**src/rtl/scan_bist_ctrl.sv**
```systemverilog
// scan_bist_ctrl: BIST sequencer for the scan ALU wrapper.
// An LFSR generates 8-bit {A,B} patterns. Each pattern is shifted MSB first
// into the wrapper's scan chain, and the ALU response is then captured into
// an 8-bit MISR. The final MISR value is compared against GOLDEN_SIG.
// Optional build macro: SCAN_BIST_OUTCOMP_EN. When it is defined, the serial
// unload from scan_out_in is also folded into the MISR on every shift cycle.
module scan_bist_ctrl #(
  parameter int         CHAIN_LEN    = 8,
  parameter int         NUM_PATTERNS = 16,
  parameter logic [7:0] LFSR_SEED    = 8'hA5,
  parameter logic [7:0] GOLDEN_SIG   = 8'h00
) (
  input  logic       clk,
  input  logic       reset,
  input  logic       start,
  output logic       scan_enable,
  output logic       scan_in,
  output logic [2:0] opcode,
  input  logic [3:0] result_in,
  input  logic       zero_flag_in,
  input  logic       scan_out_in,
  output logic       busy,
  output logic       done,
  output logic [7:0] signature,
  output logic       pass
);

  // The bit counter must hold CHAIN_LEN-1.
  // The pattern counter must hold NUM_PATTERNS, and it must be at least
  // 3 bits wide so it can drive the opcode.
  localparam int BW     = $clog2(CHAIN_LEN + 1);
  localparam int PW_RAW = $clog2(NUM_PATTERNS) + 1;
  localparam int PW     = (PW_RAW < 3) ? 3 : PW_RAW;

  localparam logic [BW-1:0] LAST_BIT = BW'(CHAIN_LEN - 1);
  localparam logic [PW-1:0] LAST_PAT = PW'(NUM_PATTERNS - 1);

  typedef enum logic [1:0] {
    IDLE    = 2'd0,
    SHIFT   = 2'd1,
    CAPTURE = 2'd2,
    DONE    = 2'd3
  } state_t;

  state_t          state_reg, state_next;
  logic [7:0]      lfsr_reg, lfsr_next;
  logic [7:0]      misr_reg, misr_next;
  logic [BW-1:0]   bitcnt_reg, bitcnt_next;
  logic [PW-1:0]   patcnt_reg, patcnt_next;
  logic [BW-1:0]   bit_idx;
  logic [7:0]      lfsr_sel;

  // The LFSR and the MISR share the same feedback polynomial.
  // The taps are bits 7, 5, 4 and 3, and new bits shift in at the LSB.
  function automatic logic [7:0] poly_step(input logic [7:0] v);
    return {v[6:0], v[7] ^ v[5] ^ v[4] ^ v[3]};
  endfunction

`ifndef SCAN_BIST_OUTCOMP_EN
  // Without output compaction, the wrapper's scan_out is not observed.
  logic unused_scan_out;
  assign unused_scan_out = scan_out_in;
`endif

  // State register, with a synchronous active-low reset.
  always_ff @(posedge clk) begin
    if (!reset) begin
      state_reg  <= IDLE;
      lfsr_reg   <= LFSR_SEED;
      misr_reg   <= 8'h00;
      bitcnt_reg <= '0;
      patcnt_reg <= '0;
    end else begin
      state_reg  <= state_next;
      lfsr_reg   <= lfsr_next;
      misr_reg   <= misr_next;
      bitcnt_reg <= bitcnt_next;
      patcnt_reg <= patcnt_next;
    end
  end

  // Next-state logic. The start input is only honoured in IDLE and DONE.
  always_comb begin
    state_next  = state_reg;
    lfsr_next   = lfsr_reg;
    misr_next   = misr_reg;
    bitcnt_next = bitcnt_reg;
    patcnt_next = patcnt_reg;
    case (state_reg)
      IDLE, DONE: begin
        if (start) begin
          state_next  = SHIFT;
          lfsr_next   = LFSR_SEED;
          misr_next   = 8'h00;
          bitcnt_next = '0;
          patcnt_next = '0;
        end
      end
      SHIFT: begin
`ifdef SCAN_BIST_OUTCOMP_EN
        misr_next = misr_reg ^ {scan_out_in, 7'b0};
`endif
        if (bitcnt_reg == LAST_BIT) begin
          bitcnt_next = '0;
          state_next  = CAPTURE;
        end else begin
          bitcnt_next = bitcnt_reg + BW'(1);
        end
      end
      CAPTURE: begin
        misr_next   = poly_step(misr_reg) ^ {3'b000, zero_flag_in, result_in};
        lfsr_next   = poly_step(lfsr_reg);
        patcnt_next = patcnt_reg + PW'(1);
        state_next  = (patcnt_reg == LAST_PAT) ? DONE : SHIFT;
      end
      default: state_next = IDLE;
    endcase
  end

  // The pattern is sent MSB first.
  // Shifting the LFSR down by bit_idx brings the selected bit to position 0.
  assign bit_idx  = LAST_BIT - bitcnt_reg;
  assign lfsr_sel = lfsr_reg >> bit_idx;

  // The outputs are pure decodes of registered state.
  // None of them has a combinational path from an input.
  always_comb begin
    busy        = (state_reg == SHIFT) || (state_reg == CAPTURE);
    done        = (state_reg == DONE);
    scan_enable = busy;
    scan_in     = (state_reg == SHIFT) ? lfsr_sel[0] : 1'b0;
    opcode      = busy ? patcnt_reg[2:0] : 3'b000;
    signature   = misr_reg;
    pass        = done && (misr_reg == GOLDEN_SIG);
  end

endmodule

```
**config.mk**
```make
export PLATFORM = sky130hd
export DESIGN_NAME = scan_bist_ctrl
export DESIGN_NICKNAME = d
export VERILOG_FILES = /design/src/rtl/scan_bist_ctrl.sv
export SDC_FILE = /design/constraint.sdc
export NUM_CORES = 1
export LEC_CHECK = 0
export CORE_UTILIZATION = 26
export CTS_BUF_LIST = sky130_fd_sc_hd__clkbuf_4
export DETAILED_ROUTE_END_ITERATION = 10
export PLACE_DENSITY_LB_ADDON = 0.25
export SLEW_MARGIN = 20
export SYNTH_ARGS = -nofsm -noshare
export SYNTH_HDL_FRONTEND = slang
export SYNTH_SLANG_ARGS = --single-unit
```
**constraint.sdc**
```tcl
create_clock -name clk -period 3 [get_ports clk]
set_input_delay 0.45 -clock clk [delete_from_list [all_inputs] [get_ports clk]]
set_output_delay 0.45 -clock clk [all_outputs]
set_load 0.005 [all_outputs]
```
==> Word-level counts from Yosys, hierarchy flattened <==
Index checks and enable logic that the tools add are counted.
{ "classes": {"add_sub_neg": 3, "n_shift": 1, "reduce_logical": 10, "mux": 15, "eq_ne": 7, "bitwise_logic": 7} }
{ "ops": {"columns": ["operator", "n"], "rows": [
  ["case mux 8 bit (2 select lines)", 2],
  ["two-way mux 8 bit", 2],
  ["case mux 5 bit (2 select lines)", 1],
  ["logical NOT 8 bit", 1],
  ["two-way mux 4 bit", 2],
  ["case mux 4 bit (2 select lines)", 1],
  ["right shift 8 x 4 -> 1 bit", 1],
  ["XOR 8 x 5 -> 8 bit", 1],
  ["two-way mux 2 bit", 3],
  ["case mux 2 bit (3 select lines)", 1],
  ["AND reduction 2 bit", 3],
  ["XOR 1 bit", 6],
  ["adder 5 x 1 -> 5 bit, second input constant", 1],
  ["== test 5 x 4 -> 1 bit, second input constant", 1],
  ["two-way mux 5 bit", 1],
  ["adder 4 x 1 -> 4 bit, second input constant", 1],
  ["== test 2 bit, second input constant", 2],
  ["== test 4 x 3 -> 1 bit, second input constant", 1],
  ["!= test 2 bit, second input constant", 2],
  ["nonzero test 2 bit", 2],
  ["subtractor 3 x 4 -> 4 bit, first input constant", 1],
  ["two-way mux 3 bit", 1],
  ["== test 2 x 1 -> 1 bit, second input constant", 1],
  ["logical NOT 2 bit", 1],
  ["other kinds (4)", 4]
]} }
{ "totals": {"reg_bits": 27, "in_bits": 9} }

==> Logic depth before layout (Yosys ltp) <==
Gate-level depths: netlist of run 1.
{ "logic_depth": {"depth_word": 5, "mapped_depth": 8} }

==> Worst setup path before layout of run 1 <==
Ideal clock, no wire load.
{ "synth_timing": {"path_kind": "flip-flop to flip-flop", "startpoint": "reg state_reg[0]", "endpoint": "reg lfsr_reg[1]", "setup_ns": 0.118, "path_stages_with_launch": 9, "synth_period_minus_slack_ns": 1.761, "n_path_buf": 2, "setup_slack_ns": 1.239, "t_arrival_ns": 1.643, "cell_sequence": "dfxtp_1 > inv_1 > ha_1 > buf_6 > mux2_4 > and2_4 > buf_6 > a22oi_1 > nor2b_1"} }
{ "synth_via": {"elab_chain_cells": 4, "elab_cells_between_ends": 8} }
{ "synth_rtl": {"columns": ["item", "line_no", "text"], "rows": [
  ["start: declaration", "45", "state_t state_reg, state_next;"],
  ["start signal: assignment", "74", "state_reg <= state_next;"],
  ["== test 2 bit or logical NOT 2 bit (tied branches)", "89", "case (state_reg)"],
  ["OR reduction 2 bit", "89", null],
  ["!= test 2 bit (no line) or nonzero test 2 bit (tied branches)", null, null],
  ["AND reduction 2 bit (no line)", null, null],
  ["end signal: assignment", "75", "lfsr_reg <= lfsr_next;"],
  ["end: declaration", "46", "logic [7:0] lfsr_reg, lfsr_next;"]
]} }
Several ways; a longest one is shown, not always the timed one.
A chain may end at the register's enable or synchronous reset.

==> Worst setup path in the final report of run 1 <==
{ "layout_timing": {"startpoint": "reg bitcnt_reg[0]", "endpoint": "out scan_in"} }
{ "layout_via": {"elab_chain_cells": 3} }
{ "layout_rtl": {"columns": ["item", "line_no", "text"], "rows": [
  ["start: declaration", "48", "logic [BW-1:0] bitcnt_reg, bitcnt_next;"],
  ["start signal: assignment", "77", "bitcnt_reg <= bitcnt_next;"],
  ["subtractor 3 x 4 -> 4 bit", "122", "assign bit_idx = LAST_BIT - bitcnt_reg;"],
  ["right shift 8 x 4 -> 1 bit", "123", "assign lfsr_sel = lfsr_reg >> bit_idx;"],
  ["two-way mux 1 bit", "131", "scan_in = (state_reg == SHIFT) ? lfsr_sel[0] : 1'b0;"],
  ["end: declaration", "17", "output logic scan_in,"]
]} }
No other way between the ends.

==> results.yml, run 1 <==
outcome:
  outcome: "complete, no violations"
logic_synthesis:
  synthFlopType: "dfxtp_1"
  netlist_area_um2: 1410
  synth_largest_area_cell: "dfxtp_1"
  synth_edf_count: 0
  syn_avg_cell_area_um2: 9.82
  synth_commonest_cells: "dfxtp_1 (27), nor2b_1 (17), a22oi_1 (13)"
  synth_seq_cells: 27
  syn_nets: 160
  synth.area.top_cells: "dfxtp_1 (38%), nor2b_1 (7.5%), a22oi_1 (6.9%)"
  async_flop_share_pct: 0
  yosysSeqAreaShare_pct: 38.2
  syn_inst: 144
  synth.top_cell.area_share_pct: 38.2
  yosysWarnings: 0
  ys_types: 36
  yosysMostFrequentCell: "dfxtp_1"
final_layout:
  drive_above_1_share_pct: 6.06
  area_growth_syn_to_layout_pct: 21.6
  final_nets: 182
  antenna_cells: 0
  fin_util_pct: 33.2
  fillCellCount: 523
floorplan:
  pin_count: 25
  dieArea_um2: 5740
  core.rowCount: 26
  initial_core_util_pct: 27.3
  core-area_um2: 5170
  die_width_um: 75.7
  chipHeight_um: 75.7
cts:
  cts_hold_buf: 0
  cts_resized: 0
  h-tree-depth: 1
  cts_buffers: 3
  cts_root_buf: "clkbuf_4"
  ctsLongestPathBuffers: 2
  clock_latency_ps: 330
  cts_tree: "built"
  clock-sinks: 27
  clk_pin_slew_worst_paths_ps: 140
  post-cts-setup-buffers: 0
detailed_routing:
  vias: 1083
  drt_iter0_markers: 47
  drt_pass1_iterations: 4
  vias_per_cell: 4.61
  wire_per_inst_um: 11.9
  drc: 0
  ant_nets: 0
  wl_mm: 2.79
sta:
  drv_slew: 0
  finalHoldViolations: 0
  fin_crit_ps: 2480
  setup_viol: 0
  holdWs_ps: 461
  rsz0062_at_grt: "false"
  relSlewSlack_pct: 47.9
  timing.final.crit_share_pct: 82.5
  setup_tns_ps: 0
  worst_pin_slew_ps: 779
  fmax_ghz: 0.404
  clock_skew_ps: 10.2
global_routing:
  grt_pass1_wl_mm: 4.78
  grt_pass1_vias: 1058
  antenna_found_initial: 0
  grt_overflow: 0
  grt_max_degree: 28
  grt_util_all_layers_pct: 11.0
critical_path:
  cp-start-kind: "flop"
  crit_required_ps: 2550
  crit_type: "reg2out"
  cp.arrival_ps: 2030
  cp-end-kind: "primary output"
  crit_path_max_fanout: 6
flow_run:
  cap_violations: 0
placement:
  numPortBuffers: 23
  gp_congestion: 0.775
  dpl.hpwl_mm: 2.06
power:
  finalPower_mw: 0.785
  power_density_nw_per_um2: 457
  ir_worst_vdd_mv: 0.164
  leakage_nw: 0.608
min_path:
  worstHoldPathType: "reg2reg"
power breakdown:
group	internal, mW	leakage (nW)	switching, mW
clock	0.0510	0.0139	0.108
sequential	0.373	0.218	0.0176
combinational	0.119	0.376	0.116
total	0.543	0.608	0.242
stage by stage:
step / instances / setup WS (ps) / area [µm²]
2_1_floorplan: 144 / 1240 / 1410
3_3_place_gp: 231 / 885 / 1690
3_5_place_dp: 231 / 858 / 1690
4_1_cts: 235 / 479 / 1720
5_1_grt: 235 / 423 / 1720
6_report: 235 / 524 / 1720
critical path, stage by stage (launching register included):
cell,delay (ps)
dfxtp_1,500
mux4_2,540
mux2i_1,160
nor3b_1,70
clkdlybuf4s50_1,440
layer usage:
| metal | global-route usage [%] | up-vias | routed length, µm |
|---|---|---|---|
| met3 | 1.19 | 4 | 60 |
| met2 | 18.7 | 19 | 1360 |
| met1 | 13.5 | 510 | 1310 |
| met5 | 0 | - | 0 |
| li1 | - | 550 | - |
| met4 | 6.17 | 0 | 67 |
cell usage in the layout (no fill, tap or decap), drive strengths merged:
master,count
o21a,1
and2b,3
and3,1
mux2,1
dfxtp,27
a21boi,5
inv,5
clkinvlp,1
nor4,2
nor2,1
nor3,1
xnor2,3
nand2,11
o311a,1
mux4,2
a21oi,3
ha,7
xnor3,1
o22ai,5
nand3,2
nor3b,4
nor2b,17
and2,4
clkbuf,3
xor2,6
clkdlybuf4s50,23
o21ai,6
nand3b,2
or3,1
mux2i,3
a22oi,13
path summary, 6_finish.rpt:
check,cells after the start,slack [ps],from,endpoint
setup reg to reg,5,1070,state_reg[0],lfsr_reg[3]
hold reg to reg,2,460,bitcnt_reg[3],bitcnt_reg[3]
setup / recovery,4,520,bitcnt_reg[0],scan_in
hold / removal,2,460,bitcnt_reg[3],bitcnt_reg[3]
area by class of cell:
type / count / area (µm²) / area share (%)
Clock buffer: 3 / 22.5 / 1.31
Clock inverter: 1 / 7.51 / 0.437
Inverter: 5 / 18.8 / 1.09
Multi-Input combinational cell: 106 / 812 / 47.2
Sequential cell: 27 / 541 / 31.4
Tap cell: 70 / 87.6 / 5.09
Timing Repair Buffer: 23 / 230 / 13.4
logic make-up (layout without fill, tap and decap cells):
family	Yosys count	after routing	synth area share, %
muxes	6	6	7.26
and+or+nand+nor	49	49	20.6
AOI/OAI and AO/OA	34	34	16.2
xor gates and xnor gates	10	10	7.17
DFF	27	27	38.2
buffers and inverters	11	32	4.34
adders and majority gates	7	7	6.19
Power figures use the tool's default switching activity.
==> inputs of run 2 (changes only) <==
==> constraint.sdc (replaced) <==
create_clock -name clk -period 2.2 [get_ports clk]
set_input_delay 0.33 -clock clk [delete_from_list [all_inputs] [get_ports clk]]
set_output_delay 0.33 -clock clk [all_outputs]
set_load 0.005 [all_outputs]
==> results.yml, run 2 (synthesis results as in run 1) <==
placement:
  placed_area_um2: 1710
  numPortBuffers: 23
  gp_congestion: 0.791
  dp_worst_setup_slack_ps: 250
  dpl.hpwl_mm: 2.09
  dp.cells: 234
final_layout:
  fin_util_pct: 34.2
  antenna_cells: 0
  area_growth_syn_to_layout_pct: 25.0
  layout_common_cells: "dfxtp_1 (21), clkdlybuf4s50_1 (21), nor2b_1 (17)"
  fin_cells: 239
  final_nets: 186
  drive_above_1_share_pct: 12.4
  design_area_um2: 1770
critical_path:
  crit_type: "reg2out"
  cp-startpoint: "state_reg[0]"
  r2r_start: "state_reg[0]"
  reg2reg_slack_ps: 510
  r2r-end: "lfsr_reg[1]"
  cp-end-kind: "primary output"
  crit_required_ps: 1870
  cp.arrival_ps: 1750
  endpoint: "opcode[2]"
  r2r_cells: 6
  crit_path_max_fanout: 9
  cp-start-kind: "flop"
detailed_routing:
  wl_mm: 2.97
  ant_nets: 0
  met3_length_um: 71
  wire_per_inst_um: 12.4
  drt_pass1_iterations: 4
  drt-met1-wl_mm: 1.49
  vias: 1124
  vias_per_cell: 4.70
  wl_met2_mm: 1.35
  routed.top_layer: "met4"
  drt_iter0_markers: 30
  drc: 0
floorplan:
  die_width_um: 75.7
  core.rowCount: 26
  core-area_um2: 5170
  chipHeight_um: 75.7
  pin_count: 25
  dieArea_um2: 5740
  initial_core_util_pct: 27.3
min_path:
  worstHoldPathType: "reg2reg"
global_routing:
  antenna_found_initial: 0
  grt_pass1_vias: 1027
  grt_max_degree: 28
  grt_overflow: 0
  grt_pass1_wl_mm: 4.74
  grt_util_all_layers_pct: 11.0
cts:
  cts_tree: "built"
  clock-sinks: 27
  h-tree-depth: 1
  clock_latency_ps: 330
  cts_root_buf: "clkbuf_4"
  ctsLongestPathBuffers: 2
  clk_pin_slew_worst_paths_ps: 160
  cts_buffers: 3
sta:
  fmax_ghz: 0.480
  relSlewSlack_pct: 63.5
  timing.final.crit_share_pct: 94.7
  clock_skew_ps: 2.42
  holdWs_ps: 464
  finalHoldViolations: 0
  setup_viol: 0
  drv_slew: 0
  rsz0062_at_grt: "false"
  fin_crit_ps: 2080
  worst_pin_slew_ps: 536
  setup_tns_ps: 0
  worst_slack_ps: 116
power:
  finalPower_mw: 1.12
  leakage_nw: 0.640
  ir_worst_vdd_mv: 0.213
  power_density_nw_per_um2: 634
flow_run:
  cap_violations: 0
outcome:
  outcome: "complete, no violations"
==> run 2: cell count changes in the layout (fill, tap and decap cells not counted), sizes merged <==
cell	change
dlygate4sd2	+2
clkdlybuf4s50	-2
buf	+4
==> run 2: metal layers <==
metal,track usage [%],vias up
met1,13.7,543
met4,6.17,0
met5,0,-
met3,1.46,4
li1,-,560
met2,18.4,17
==> run 2: worst max-delay path: stages (launching register included) <==
cell	delay, ps
dfxtp_2	370
inv_1	80
ha_4	290
and2b_1	200
clkdlybuf4s50_1	490
==> run 2: final cells by class <==
type,instances,area [µm²]
clock buffer,3,22.5
clock inverter,1,7.51
fill,524,3410
inverter,5,18.8
multi-input combinational,106,825
sequential,27,548
tap,70,87.6
timing repair buffer,27,258
==> run 2: worst min path at each step <==
stage / from / endpoint / slack (ps) / depth (start not counted)
finish: bitcnt_reg[3] / bitcnt_reg[3] / 460 / 2
floorplan: bitcnt_reg[3] / bitcnt_reg[3] / 420 / 2
global placement: bitcnt_reg[3] / bitcnt_reg[3] / 440 / 2
CTS: bitcnt_reg[3] / bitcnt_reg[3] / 470 / 2
global route: bitcnt_reg[3] / bitcnt_reg[3] / 510 / 2
detailed placement: bitcnt_reg[3] / bitcnt_reg[3] / 450 / 2
==> run 2: what timing repair did <==
action	CTS	global route
hold buffers	0	0
setup buffers	0	1
gates resized for setup	9	1
endpoints found under the setup margin	7	3
==> run 2: power breakdown <==
group | internal, mW | total [mW] | switching (mW)
sequential | 0.511 | 0.530 | 0.0183
clock | 0.0697 | 0.232 | 0.162
combinational | 0.184 | 0.358 | 0.175
==> inputs of run 3 (changes only) <==
==> constraint.sdc (replaced) <==
create_clock -name clk -period 1.7 [get_ports clk]
set_input_delay 0.255 -clock clk [delete_from_list [all_inputs] [get_ports clk]]
set_output_delay 0.255 -clock clk [all_outputs]
set_load 0.005 [all_outputs]
==> results.yml, run 3 (synthesis results as in run 1) <==
final_layout:
  final_nets: 212
  area_growth_syn_to_layout_pct: 43.5
  fin_util_pct: 39.2
  layout_common_cells: "buf_4 (26), dfxtp_1 (22), nor2b_1 (16)"
  drive_above_1_share_pct: 32.8
  fillCellCount: 542
  final_common_cell: "buf_4"
  antenna_cells: 0
sta:
  fmax_ghz: 0.567
  rsz0062_at_grt: "true"
  finalHoldViolations: 0
  setup_tns_ps: -65.0
  clock_skew_ps: 3.22
  relSlewSlack_pct: 83.8
  worst_slack_ps: -65.0
  setup_viol: 1
  worst_pin_slew_ps: 243
  holdWs_ps: 464
  timing.final.crit_share_pct: 104
  drv_slew: 0
  fin_crit_ps: 1760
power:
  seqPwrFrac_pct: 42.8
  switchingPower_mw: 0.496
  p_clk_share_pct: 17.7
  leakage_nw: 0.799
  power_density_nw_per_um2: 785
  switching_share_pct: 31.1
  finalPower_mw: 1.59
  intPower_mw: 1.10
  ir_worst_vdd_mv: 0.255
  power_frac_comb_pct: 39.5
cts:
  clk_pin_slew_worst_paths_ps: 140
  cts_tree: "built"
  h-tree-depth: 1
  ctsLongestPathBuffers: 2
  clock-sinks: 27
  cts_buffers: 3
  cts_root_buf: "clkbuf_4"
  clock_latency_ps: 320
critical_path:
  critPathTopFamily: "multiplexers"
  cp-start-kind: "flop"
  cp-end-kind: "primary output"
  reg2reg_slack_ps: 60
  crit_path_max_fanout: 2
  crit_path_cell_trace: "mux4_2, mux2i_1, nor3b_1, buf_2"
  cp.arrival_ps: 1510
  crit_required_ps: 1440
  crit_path_top_delay_cell: "mux4_2"
  r2r_start: "state_reg[0]"
  crit_type: "reg2out"
  r2r_cells: 7
  cpPeakStageDelay_ps: 490
  worst-path-buf-inv: 1
  r2r-end: "lfsr_reg[7]"
flow_run:
  cap_violations: 0
floorplan:
  chipHeight_um: 75.7
  core-area_um2: 5170
  core.rowCount: 26
  dieArea_um2: 5740
  pin_count: 25
  initial_core_util_pct: 27.3
  die_width_um: 75.7
detailed_routing:
  drc: 0
  wl_mm: 3.31
  drt_iter0_markers: 38
  vias_per_cell: 4.48
  ant_nets: 0
  wire_per_inst_um: 12.5
  vias: 1186
  drt_pass1_iterations: 4
min_path:
  hp-start: "bitcnt_reg[3]"
  hold_depth: 2
  worstHoldPathType: "reg2reg"
  whs_endpoint: "bitcnt_reg[3]"
global_routing:
  grt_pass1_wl_mm: 5.42
  gr-usage-met1_pct: 15.1
  grt_util_all_layers_pct: 12.5
  grt_pass1_vias: 1224
  met2_usage_pct: 21.7
  grt_max_degree: 28
  grt_overflow: 0
  antenna_found_initial: 0
  grt-busiest-layer: "met2"
  use_met3_pct: 1.59
outcome:
  violations: "negative setup slack"
  outcome: "finished with violations"
placement:
  gp_congestion: 0.756
  numPortBuffers: 23
  dpl.hpwl_mm: 2.36
run 3: cell type report:
cell class                 instances  area [µm²]  area share [%]
multi-input combinational        107         903            44.5
sequential                        27         549            27.1
timing repair buffer              52         439            21.7
tap                               70        87.6            4.32
clock buffer                       3        22.5            1.11
inverter                           5        18.8           0.925
clock inverter                     1        7.51           0.370
run 3: timing repair:
item / 4_1_cts / 5_1_grt
gates resized for setup: 32 / 19
cloned: 0 / 1
endpoints found under the setup margin: 26 / 24
pin swaps: 4 / 6
hold buffers: 0 / 0
buffers inserted: 2 / 0
run 3: stage by stage:
step           setup WS (ps)  instance area (µm²)  cells
2_1_floorplan          -6.48                 1420    144
3_3_place_gp           -66.9                 1910    259
3_5_place_dp           -70.1                 1910    259
4_1_cts                 -111                 1970    265
5_1_grt                 -173                 2030    265
6_report               -65.0                 2030    265
run 3: worst register-to-register path: stages, from the launching register on:
cell and delay, ps:
dfxtp_2 360, inv_2 50, ha_4 280, buf_6 120, mux2_4 330, buf_4 160
o22ai_1 160, nand2_1 80
run 3: per-layer routing:
layer  wire length [µm]  share of wire, %  vias up
met3                 88               2.7        2
met2               1600                48       15
li1                   -                 -      612
met5                  0                 0        -
met1               1580                48      557
met4                 40               1.2        0
run 3: worst max path at each step:
| stage | startpoint | endpoint | slack [ps] | cells after the start |
|---|---|---|---|---|
| finish | bitcnt_reg[1] | scan_in | -60 | 4 |
| global route | bitcnt_reg[0] | scan_in | -170 | 4 |
| CTS | bitcnt_reg[0] | scan_in | -110 | 4 |
| detailed placement | bitcnt_reg[0] | scan_in | -70 | 4 |
| global placement | bitcnt_reg[1] | scan_in | -70 | 4 |
| floorplan | state_reg[0] | lfsr_reg[1] | -6 | 8 |
run 3: power groups by stage:
| stage | clock (mW) | combinational [mW] | sequential [mW] |
|---|---|---|---|
| 2_1_floorplan | 0 | 0.317 | 0.698 |
| 3_3_place_gp | 0 | 0.560 | 0.689 |
| 3_5_place_dp | 0 | 0.566 | 0.690 |
| 4_1_cts | 0.300 | 0.589 | 0.682 |
| 5_1_grt | 0.318 | 0.690 | 0.687 |
| 6_report | 0.282 | 0.629 | 0.682 |
